==> config.mk <==
export PLATFORM = sky130hd
export DESIGN_NAME = press_classifier
export DESIGN_NICKNAME = d
export VERILOG_FILES = /design/src/rtl/morse_pkg.sv /design/src/rtl/sym_fifo.sv /design/src/rtl/press_classifier.sv
export SDC_FILE = /design/constraint.sdc
export NUM_CORES = 1
export LEC_CHECK = 0
export ABC_AREA = 1
export BUFFER_PORTS_ARGS = -buffer_cell sky130_fd_sc_hd__clkbuf_2
export CAP_MARGIN = 10
export CORE_ASPECT_RATIO = 1.2
export CORE_UTILIZATION = 45
export DETAILED_ROUTE_END_ITERATION = 10
export SETUP_SLACK_MARGIN = 0.5
export SLEW_MARGIN = 20
export SYNTH_ARGS = -nofsm -noshare
export SYNTH_HDL_FRONTEND = slang
export SYNTH_SLANG_ARGS = --single-unit
==> constraint.sdc <==
create_clock -name clk_100Mhz -period 2.2 [get_ports clk_100Mhz]
set_input_delay 0.22 -clock clk_100Mhz [delete_from_list [all_inputs] [get_ports clk_100Mhz]]
set_output_delay 0.22 -clock clk_100Mhz [all_outputs]
set_load 0.01 [all_outputs]
==> src/rtl/morse_pkg.sv <==
// morse_pkg: shared types and default timing for the Morse press classifier.
//   sym_code_e  : symbol encoding driven on sym_code (DOT, DASH, LETTER_END, WORD_END)
//   cls_state_e : classifier FSM states
//   Default*    : default tick counts at a 100 MHz clock
package morse_pkg;

    typedef enum logic [1:0] {
        SymDot       = 2'b00,
        SymDash      = 2'b01,
        SymLetterEnd = 2'b10,
        SymWordEnd   = 2'b11
    } sym_code_e;

    typedef enum logic [1:0] {
        StIdle,
        StPress,
        StGap
    } cls_state_e;

    localparam int unsigned DefaultDotMaxTicks    = 32'd20_000_000;   // 200 ms
    localparam int unsigned DefaultLetterGapTicks = 32'd60_000_000;   // 600 ms
    localparam int unsigned DefaultWordGapTicks   = 32'd140_000_000;  // 1400 ms
    localparam int unsigned SymFifoDepth          = 4;

endpackage

==> src/rtl/sym_fifo.sv <==
// sym_fifo: small first-word-fall-through FIFO for classified symbols.
// Ports:
//   clk_100Mhz  in   clock, rising edge
//   reset       in   asynchronous active-high reset, empties the FIFO
//   push        in   write request; ignored when full unless a pop happens the same cycle
//   push_data   in   Width-bit entry to write
//   pop         in   read request; ignored when empty
//   pop_data    out  head entry, valid whenever empty is low (zero when empty)
//   empty, full out  occupancy flags
module sym_fifo #(
    parameter int unsigned Width = 2,
    parameter int unsigned Depth = 4
) (
    input  logic             clk_100Mhz,
    input  logic             reset,
    input  logic             push,
    input  logic [Width-1:0] push_data,
    input  logic             pop,
    output logic [Width-1:0] pop_data,
    output logic             empty,
    output logic             full
);

    localparam int unsigned PtrW = (Depth > 1) ? $clog2(Depth) : 1;
    localparam int unsigned CntW = $clog2(Depth + 1);

    logic [Width-1:0] mem_q [Depth];
    logic [PtrW-1:0]  wr_ptr_q, rd_ptr_q;
    logic [CntW-1:0]  count_q;
    logic             do_push, do_pop;

    assign empty    = (count_q == '0);
    assign full     = (count_q == CntW'(Depth));
    assign do_pop   = pop & ~empty;
    // A pop frees the slot in the same cycle, so a full FIFO still accepts.
    assign do_push  = push & (~full | do_pop);
    assign pop_data = empty ? '0 : mem_q[rd_ptr_q];

    function automatic logic [PtrW-1:0] ptr_next(input logic [PtrW-1:0] p);
        return (p == PtrW'(Depth - 1)) ? '0 : p + PtrW'(1);
    endfunction

    always_ff @(posedge clk_100Mhz or posedge reset) begin
        if (reset) begin
            wr_ptr_q <= '0;
            rd_ptr_q <= '0;
            count_q  <= '0;
        end else begin
            if (do_push) wr_ptr_q <= ptr_next(wr_ptr_q);
            if (do_pop)  rd_ptr_q <= ptr_next(rd_ptr_q);
            if (do_push && !do_pop)      count_q <= count_q + CntW'(1);
            else if (do_pop && !do_push) count_q <= count_q - CntW'(1);
        end
    end

    always_ff @(posedge clk_100Mhz) begin
        if (do_push) mem_q[wr_ptr_q] <= push_data;
    end

endmodule

==> src/rtl/press_classifier.sv <==
// press_classifier: turns a debounced button level into Morse symbols.
// Press length picks DOT/DASH; release length emits LETTER_END then WORD_END.
// Ports:
//   clk_100Mhz  in   sole clock, rising edge
//   reset       in   asynchronous active-high reset
//   btn_press   in   debounced synchronous button level
//   sym_valid   out  symbol available
//   sym_ready   in   consumer accepts symbol (transfer on sym_valid & sym_ready)
//   sym_code    out  00 DOT, 01 DASH, 10 LETTER_END, 11 WORD_END
//   sym_drop    out  one-cycle pulse when a symbol is lost to full storage
// Build option: define MORSE_SYM_FIFO_EN for a 4-entry FIFO of pending symbols;
// otherwise a single output register holds one symbol.
module press_classifier
    import morse_pkg::*;
#(
    parameter int unsigned DOT_MAX_TICKS    = DefaultDotMaxTicks,
    parameter int unsigned LETTER_GAP_TICKS = DefaultLetterGapTicks,
    parameter int unsigned WORD_GAP_TICKS   = DefaultWordGapTicks
) (
    input  logic       clk_100Mhz,
    input  logic       reset,
    input  logic       btn_press,
    output logic       sym_valid,
    input  logic       sym_ready,
    output logic [1:0] sym_code,
    output logic       sym_drop
);

    localparam int unsigned CntW = $clog2(WORD_GAP_TICKS + 1);

    cls_state_e      state_q, state_d;
    logic [CntW-1:0] cnt_q, cnt_d, cnt_inc;
    logic [31:0]     cnt_ext, inc_ext;
    logic            prod;
    sym_code_e       prod_code;
    logic            pop, full, drop_q;

    // Saturate rather than wrap so an over-long press still reads as DASH.
    assign cnt_inc = (&cnt_q) ? cnt_q : cnt_q + CntW'(1);
    assign cnt_ext = 32'(cnt_q);
    assign inc_ext = 32'(cnt_inc);

    always_ff @(posedge clk_100Mhz or posedge reset) begin
        if (reset) begin
            state_q <= StIdle;
            cnt_q   <= '0;
        end else begin
            state_q <= state_d;
            cnt_q   <= cnt_d;
        end
    end

    always_comb begin
        state_d   = state_q;
        cnt_d     = cnt_q;
        prod      = 1'b0;
        prod_code = SymDot;
        unique case (state_q)
            StIdle: begin
                cnt_d = '0;
                if (btn_press) begin
                    state_d = StPress;
                    cnt_d   = CntW'(1);
                end
            end
            StPress: begin
                if (btn_press) begin
                    cnt_d = cnt_inc;
                end else begin
                    prod      = 1'b1;
                    prod_code = (cnt_ext < DOT_MAX_TICKS) ? SymDot : SymDash;
                    state_d   = StGap;
                    cnt_d     = CntW'(1);
                end
            end
            StGap: begin
                if (btn_press) begin
                    state_d = StPress;
                    cnt_d   = CntW'(1);
                end else begin
                    cnt_d = cnt_inc;
                    // The count passes each threshold once, so each gap symbol fires once.
                    if (inc_ext == LETTER_GAP_TICKS) begin
                        prod      = 1'b1;
                        prod_code = SymLetterEnd;
                    end
                    if (inc_ext == WORD_GAP_TICKS) begin
                        prod      = 1'b1;
                        prod_code = SymWordEnd;
                        state_d   = StIdle;
                        cnt_d     = '0;
                    end
                end
            end
            default: begin
                state_d = StIdle;
                cnt_d   = '0;
            end
        endcase
    end

    assign pop = sym_valid & sym_ready;

`ifdef MORSE_SYM_FIFO_EN
    logic       fifo_empty;
    logic [1:0] fifo_data;

    sym_fifo #(
        .Width (2),
        .Depth (SymFifoDepth)
    ) u_sym_fifo (
        .clk_100Mhz (clk_100Mhz),
        .reset      (reset),
        .push       (prod),
        .push_data  (prod_code),
        .pop        (pop),
        .pop_data   (fifo_data),
        .empty      (fifo_empty),
        .full       (full)
    );

    assign sym_valid = ~fifo_empty;
    assign sym_code  = fifo_data;
`else
    logic       valid_q;
    logic [1:0] code_q;

    always_ff @(posedge clk_100Mhz or posedge reset) begin
        if (reset) begin
            valid_q <= 1'b0;
            code_q  <= 2'b00;
        end else if (prod && (!valid_q || pop)) begin
            valid_q <= 1'b1;
            code_q  <= prod_code;
        end else if (pop) begin
            valid_q <= 1'b0;
        end
    end

    assign full      = valid_q;
    assign sym_valid = valid_q;
    assign sym_code  = code_q;
`endif

    always_ff @(posedge clk_100Mhz or posedge reset) begin
        if (reset) drop_q <= 1'b0;
        else       drop_q <= prod & full & ~pop;
    end

    assign sym_drop = drop_q;

endmodule

==> results.toml, run 1 <==
[logic_synthesis]
ys_ff_latch = 34
synth_seq_area_share_pct = 33.1
syn_inst = 412
synth_nets = 421
synth_cell_types = 27
syn_area_per_cell_um2 = 6.23
yosysWarnings = 0
syn-cell-area_mm2 = 0.00257

[sta]
min_period_over_period_pct = 108
whs_ps = -3.19
fin_ws_ps = -186
setup_viol = 32
finalMaxSlewViolations = 0
fmax_ghz = 0.419
worst_pin_slew_ps = 449
skew_ps = 6.44
period_minus_slack_ps = 2390
slew_headroom_pct = 70.1
rsz0062_at_grt = "yes"
final_hold_viol_count = 10

[layout]
design_area_mm2 = 0.00387
area_growth_pct = 50.7
drive_gt1_share_pct = 38.1
mostFrequentLayoutCell = "nand2_1"
fin_util_pct = 71.6
layout_common_cells = "nand2_1 (117), buf_4 (106), nor2_1 (52)"
antenna_cells = 0
nets = 543
fillers = 459

[floorplanning]
die_width_um = 71.0
die_y_um = 84.7
io_pins = 8
dieArea_mm2 = 0.00601
floorplan.initialDensity_pct = 47.5
fp-row-count = 29
core_area_mm2 = 0.00541

[placed_design]
dpl_cell_area_mm2 = 0.00347
dp_hpwl_um = 6670
dp_slack_ps = -201
place.gp.congestion = 0.915
numPortBuffers = 7

[power]
p_per_area_mw_per_mm2 = 491
p_leak_nw = 1.92
peakVddDrop_mv = 0.537

[clocking]
holdBufCountCts = 0
cts_tree = "yes"
clkLatencyLatePin_ps = 290
clk_pin_slew_ps = 80
cts-root-buf = "clkbuf_8"
cts_max_level = 2
cts_sinks = 34
numCtsBuffers = 5
cts_buffer_depth = 2

[run_status]
status = "finished with violations"
violations = "negative hold slack, negative setup slack"

[grt]
use_met3_pct = 4.68
grt_antenna_before_repair = 0
grt_util_met1_pct = 36.8
grt_pass1_wl_um = 13800
grtUsageMet2_pct = 52.9
grt_max_degree = 35
busiest_layer = "met2"
grt_use_total_pct = 30.0
grt_remaining_overflow = 0
grt_pass1_vias = 2964

[detailed_routing]
routed_via_density = 5.02
remaining_drc_errors = 0
drt_first_pass_iters = 4
drtAntennaViolNets = 0
wirelength_um = 8540
vias = 2996
drt_iter0_markers = 217
wire_per_inst_um = 14.3

[worst_setup_path]
cp-end-kind = "flip-flop"
crit_arrival_ps = 2570
crit_path_start = "cnt_q[0]"
critPathMaxFanout = 11
rr_worst_depth = 16
cp.required_ps = 2380
setup.worst_path.start_class = "flip-flop"
r2r-start = "cnt_q[0]"
criticalPathCategory = "flip-flop to flip-flop"

[hold_path]
hold_path_class = "input port to async pin"

[job]
maxCapViolCount = 0
cells by family after synthesis:
kind of cell | count (synthesis) | share of synthesized area [%]
AND/OR/NAND/NOR | 280 | 47.2
AO/OA/AOI/OAI | 28 | 5.60
adder cells (fa/ha/maj) | 5 | 2.44
XOR/XNOR | 6 | 2.05
buffers and inverters | 59 | 9.55
flip-flops | 34 | 33.1
routing by layer:
metal / share of wire, % / routed length, µm
met1: 41 / 3490
met2: 51 / 4390
met3: 5.4 / 460
met4: 2.3 / 198
met5: 0 / 0
registers in the layout (all words and copies together) (netlist names):
name	count
sym_code	2
sym_drop	1
cnt_q	28
sym_valid	1
state_q	2
through the flow:
step	total power, mW	instances	setup TNS [ps]	hold WS, ps
detailed placement	1.28	580	-5590	321
global route	1.99	597	-9270	60.0
global placement	1.27	580	-4620	321
CTS	1.78	589	-2490	9.35
floorplan	1.03	412	-551	362
finish	1.90	597	-4610	-3.19
final timing paths:
path / to / slack, ps
max: cnt_q[27] / -190
min: cnt_q[22] / -3
max reg2reg: cnt_q[27] / -190
max in group asynchronous: cnt_q[1] / 1860
min in group clk_100Mhz: cnt_q[0] / 230
min reg2reg: sym_code[1] / 510
worst max-delay path, cell delays in order, from the launching register on:
cell	delay, ps
dfrtp_1	420
ha_4	180
nand2_4	50
nor2_4	120
nand2_4	60
nor2_4	170
nand2_4	110
buf_12	160
nand2_1	90
nand3_1	130
nor2_2	130
nand3_2	120
nand3_2	100
nand2_2	80
nand2_4	130
clkbuf_16	170
nor2_1	40
where the power goes:
group          switching, mW  internal [mW]  leakage (nW)
clock                  0.239          0.253        0.0482
sequential            0.0470          0.666         0.469
combinational          0.368          0.326          1.40
cells in the mapped netlist (all sizes together):
cell type  number  area, µm²
o21ai          11       55.1
nor3            3       15.0
xor2            3       26.3
nand3b          3       22.5
a31oi           1       6.26
nand2         139        549
o211ai          1       7.51
nor2           84        343
nand3          41        220
clkbuf          1       3.75
dfrtp          34        851
buf             4       38.8
clkinv          1       3.75
a21oi          15       75.1
inv            53        199
ha              5       62.6
nand4           9       56.3
xnor2           3       26.3
and2            1       6.26
what timing repair did:
action	4_1_cts	5_1_grt
cloned	0	1
pin swaps	0	21
endpoints found under the setup margin	34	34
resized for setup	15	57
setup buffers	1	7
area by class of cell:
| type | count | area (µm²) | area share [%] |
|---|---|---|---|
| Multi-Input combinational cell | 319 | 1700 | 43.8 |
| Timing Repair Buffer | 120 | 950 | 24.5 |
| Sequential cell | 34 | 852 | 22.0 |
| Inverter | 54 | 203 | 5.24 |
| Clock buffer | 7 | 86.3 | 2.23 |
| Tap cell | 62 | 77.6 | 2.01 |
| Clock inverter | 1 | 5.00 | 0.129 |
Power figures use the tool's default switching activity.
==> inputs of run 2 (changes only) <==
--- a/config.mk
+++ b/config.mk
@@ -8,7 +8,7 @@
 export ABC_AREA = 1
 export BUFFER_PORTS_ARGS = -buffer_cell sky130_fd_sc_hd__clkbuf_2
 export CAP_MARGIN = 10
-export CORE_ASPECT_RATIO = 1.2
+export CORE_ASPECT_RATIO = 0.7
 export CORE_UTILIZATION = 45
 export DETAILED_ROUTE_END_ITERATION = 10
 export SETUP_SLACK_MARGIN = 0.5
==> run 2 against run 1 <==
Effect of this change: the flow finishes with violations (negative setup slack); maximum frequency shrank 5.5%; via count grew 8.6%; sequential power shrank 0.8%; worst setup slack lost 140 ps; total power grew 17%; critical path depth grew 4; die area is essentially flat; register-to-register slack lost 140 ps; highest routed layer unchanged.
==> results.toml, run 2 (synthesis results as in run 1) <==
[worst_setup_path]
setup.worst_path.start_class = "flip-flop"
critPathTopFamily = "buffers and inverters"
cp.required_ps = 2390
path_buf_inv = 10
cpMostUsedCell = "buf_6"
crit_slowest_cell = "dfrtp_1"
critPathMaxFanout = 5
path_cells = "ha_4, nand2_4, nor2_4, nand2_4, nor2_4, buf_12, nand2_8, buf_6, nand2_4, nand2_2, inv_2, buf_6, buf_6, buf_6, buf_6, buf_6, buf_6, buf_6, o21ai_2, a31oi_1"
crit_arrival_ps = 2710
criticalPathCategory = "flip-flop to flip-flop"
cp-end-kind = "flip-flop"
cp_slowest_stage_delay_ps = 410

[layout]
nets = 551
fin_util_pct = 76.1
mostFrequentLayoutCell = "nand2_1"
final_cells = 615
drive_gt1_share_pct = 39.8
largest-register = "cnt_q"
layout_common_cells = "nand2_1 (113), buf_4 (97), nor2_1 (60)"
antenna_cells = 0
largest_reg_flops = 28
area_growth_pct = 59.1

[placed_design]
place_inst = 585
numPortBuffers = 7
dp_hpwl_um = 6630
place.gp.congestion = 1.01

[sta]
worst_pin_slew_ps = 464
min_period_over_period_pct = 115
finalMaxSlewViolations = 0
slew_headroom_pct = 69.0
whs_ps = 1.26
rsz0062_at_grt = "yes"
skew_ps = 5.76
setup_viol = 34
fin_ws_ps = -325
period_minus_slack_ps = 2530
final_hold_viol_count = 0
fmax_ghz = 0.396
totalNegativeSetupSlack_ps = -8890

[grt]
grt_pass1_vias = 3177
grt_max_degree = 35
grt_antenna_before_repair = 0
grt_use_total_pct = 33.4
grt_remaining_overflow = 0
grt_pass1_wl_um = 15200

[clocking]
clkLatencyLatePin_ps = 290
cts_max_level = 2
cts_tree = "yes"
clk_pin_slew_ps = 80
cts_buffer_depth = 2
cts_sinks = 34
cts-root-buf = "clkbuf_8"
numCtsBuffers = 5

[detailed_routing]
vias = 3254
drt_first_pass_iters = 5
drt_iter0_markers = 310
drtAntennaViolNets = 0
wire_per_inst_um = 15.9
routed_via_density = 5.29
remaining_drc_errors = 0
wirelength_um = 9770

[floorplanning]
floorplan.initialDensity_pct = 47.8
die_width_um = 92.3
fp-row-count = 22
core_area_mm2 = 0.00537
io_pins = 8
die_y_um = 65.2
dieArea_mm2 = 0.00602

[power]
p_per_area_mw_per_mm2 = 542
comb_power_share_pct = 45.6
seq_power_share_pct = 31.9
p_leak_nw = 1.96
p_total_mw = 2.21
peakVddDrop_mv = 0.731
internal_power_mw = 1.41
p_sw_share_pct = 36.3
p_sw_mw = 0.803
p_clk_share_pct = 22.5

[job]
maxCapViolCount = 0

[hold_path]
hold_path_class = "input port to async pin"

[run_status]
status = "finished with violations"
violations = "negative setup slack"
==> run 2: cell types whose count changed in the layout (fill, tap and decap cells not counted), sizes merged <==
cell,change
buf,+7
nand2,+1
==> run 2: area by class of cell <==
type | count | area [µm²]
Clock buffer | 7 | 86.3
Inverter | 54 | 206
Multi-Input combinational cell | 320 | 1750
Tap cell | 72 | 90.1
Fill cell | 410 | 1280
Timing Repair Buffer | 127 | 1100
Clock inverter | 1 | 5.00
Sequential cell | 34 | 851
==> run 2: stage by stage <==
| step | setup slack [ps] | instance area, µm² |
|---|---|---|
| final | -325 | 4080 |
| after floorplan | -41.4 | 2580 |
| after global placement | -220 | 3450 |
| after detailed placement | -290 | 3450 |
| after CTS | -181 | 3950 |
| after global routing | -483 | 4080 |
==> run 2: power by group through the flow <==
stage / clock network [mW] / registers (mW) / logic, mW
finish: 0.498 / 0.707 / 1.01
global route: 0.530 / 0.712 / 1.06
detailed placement: 0 / 0.713 / 0.548
CTS: 0.503 / 0.701 / 0.814
global placement: 0 / 0.711 / 0.545
floorplan: 0 / 0.721 / 0.307
==> run 2: what timing repair did <==
action                                 in CTS  in global routing
hold buffers                                0                  0
endpoints found under the hold margin       0                  0
cloned                                      2                  1
setup endpoints to repair                  34                 34
gates resized for setup                    66                 28
setup buffers                              17                  2
pin swaps                                  10                 10
==> run 2: layer usage <==
layer	vias to the layer above	wire length [µm]	GRT usage, %
li1	1549	-	-
met1	1505	4350	46.0
met2	180	4280	54.3
met3	20	1020	6.37
met4	0	133	8.20
met5	-	0	0
==> run 2: worst paths after layout <==
kind,to,from,depth (start not counted),slack [ps]
worst min register to register,sym_code[0],sym_code[0],2,480
worst max register to register,cnt_q[0],cnt_q[1],20,-330
max in group asynchronous,cnt_q[11],reset,3,1860
worst min-delay path,cnt_q[3],reset,3,1
worst max-delay path,cnt_q[0],cnt_q[1],20,-330
min in group clk_100Mhz,sym_drop,sym_ready,4,310
==> run 2: worst reg2reg max path, stage by stage, from the launching register on <==
cell     delay (ps)
dfrtp_1         410
ha_4            180
nand2_4          60
nor2_4          140
nand2_4          70
nor2_4          160
buf_12          130
nand2_8          70
buf_6           130
nand2_4          60
nand2_2          50
inv_2            80
buf_6           100
buf_6            80
buf_6            80
buf_6            80
buf_6            80
buf_6            80
buf_6            90
o21ai_2          50
a31oi_1         240
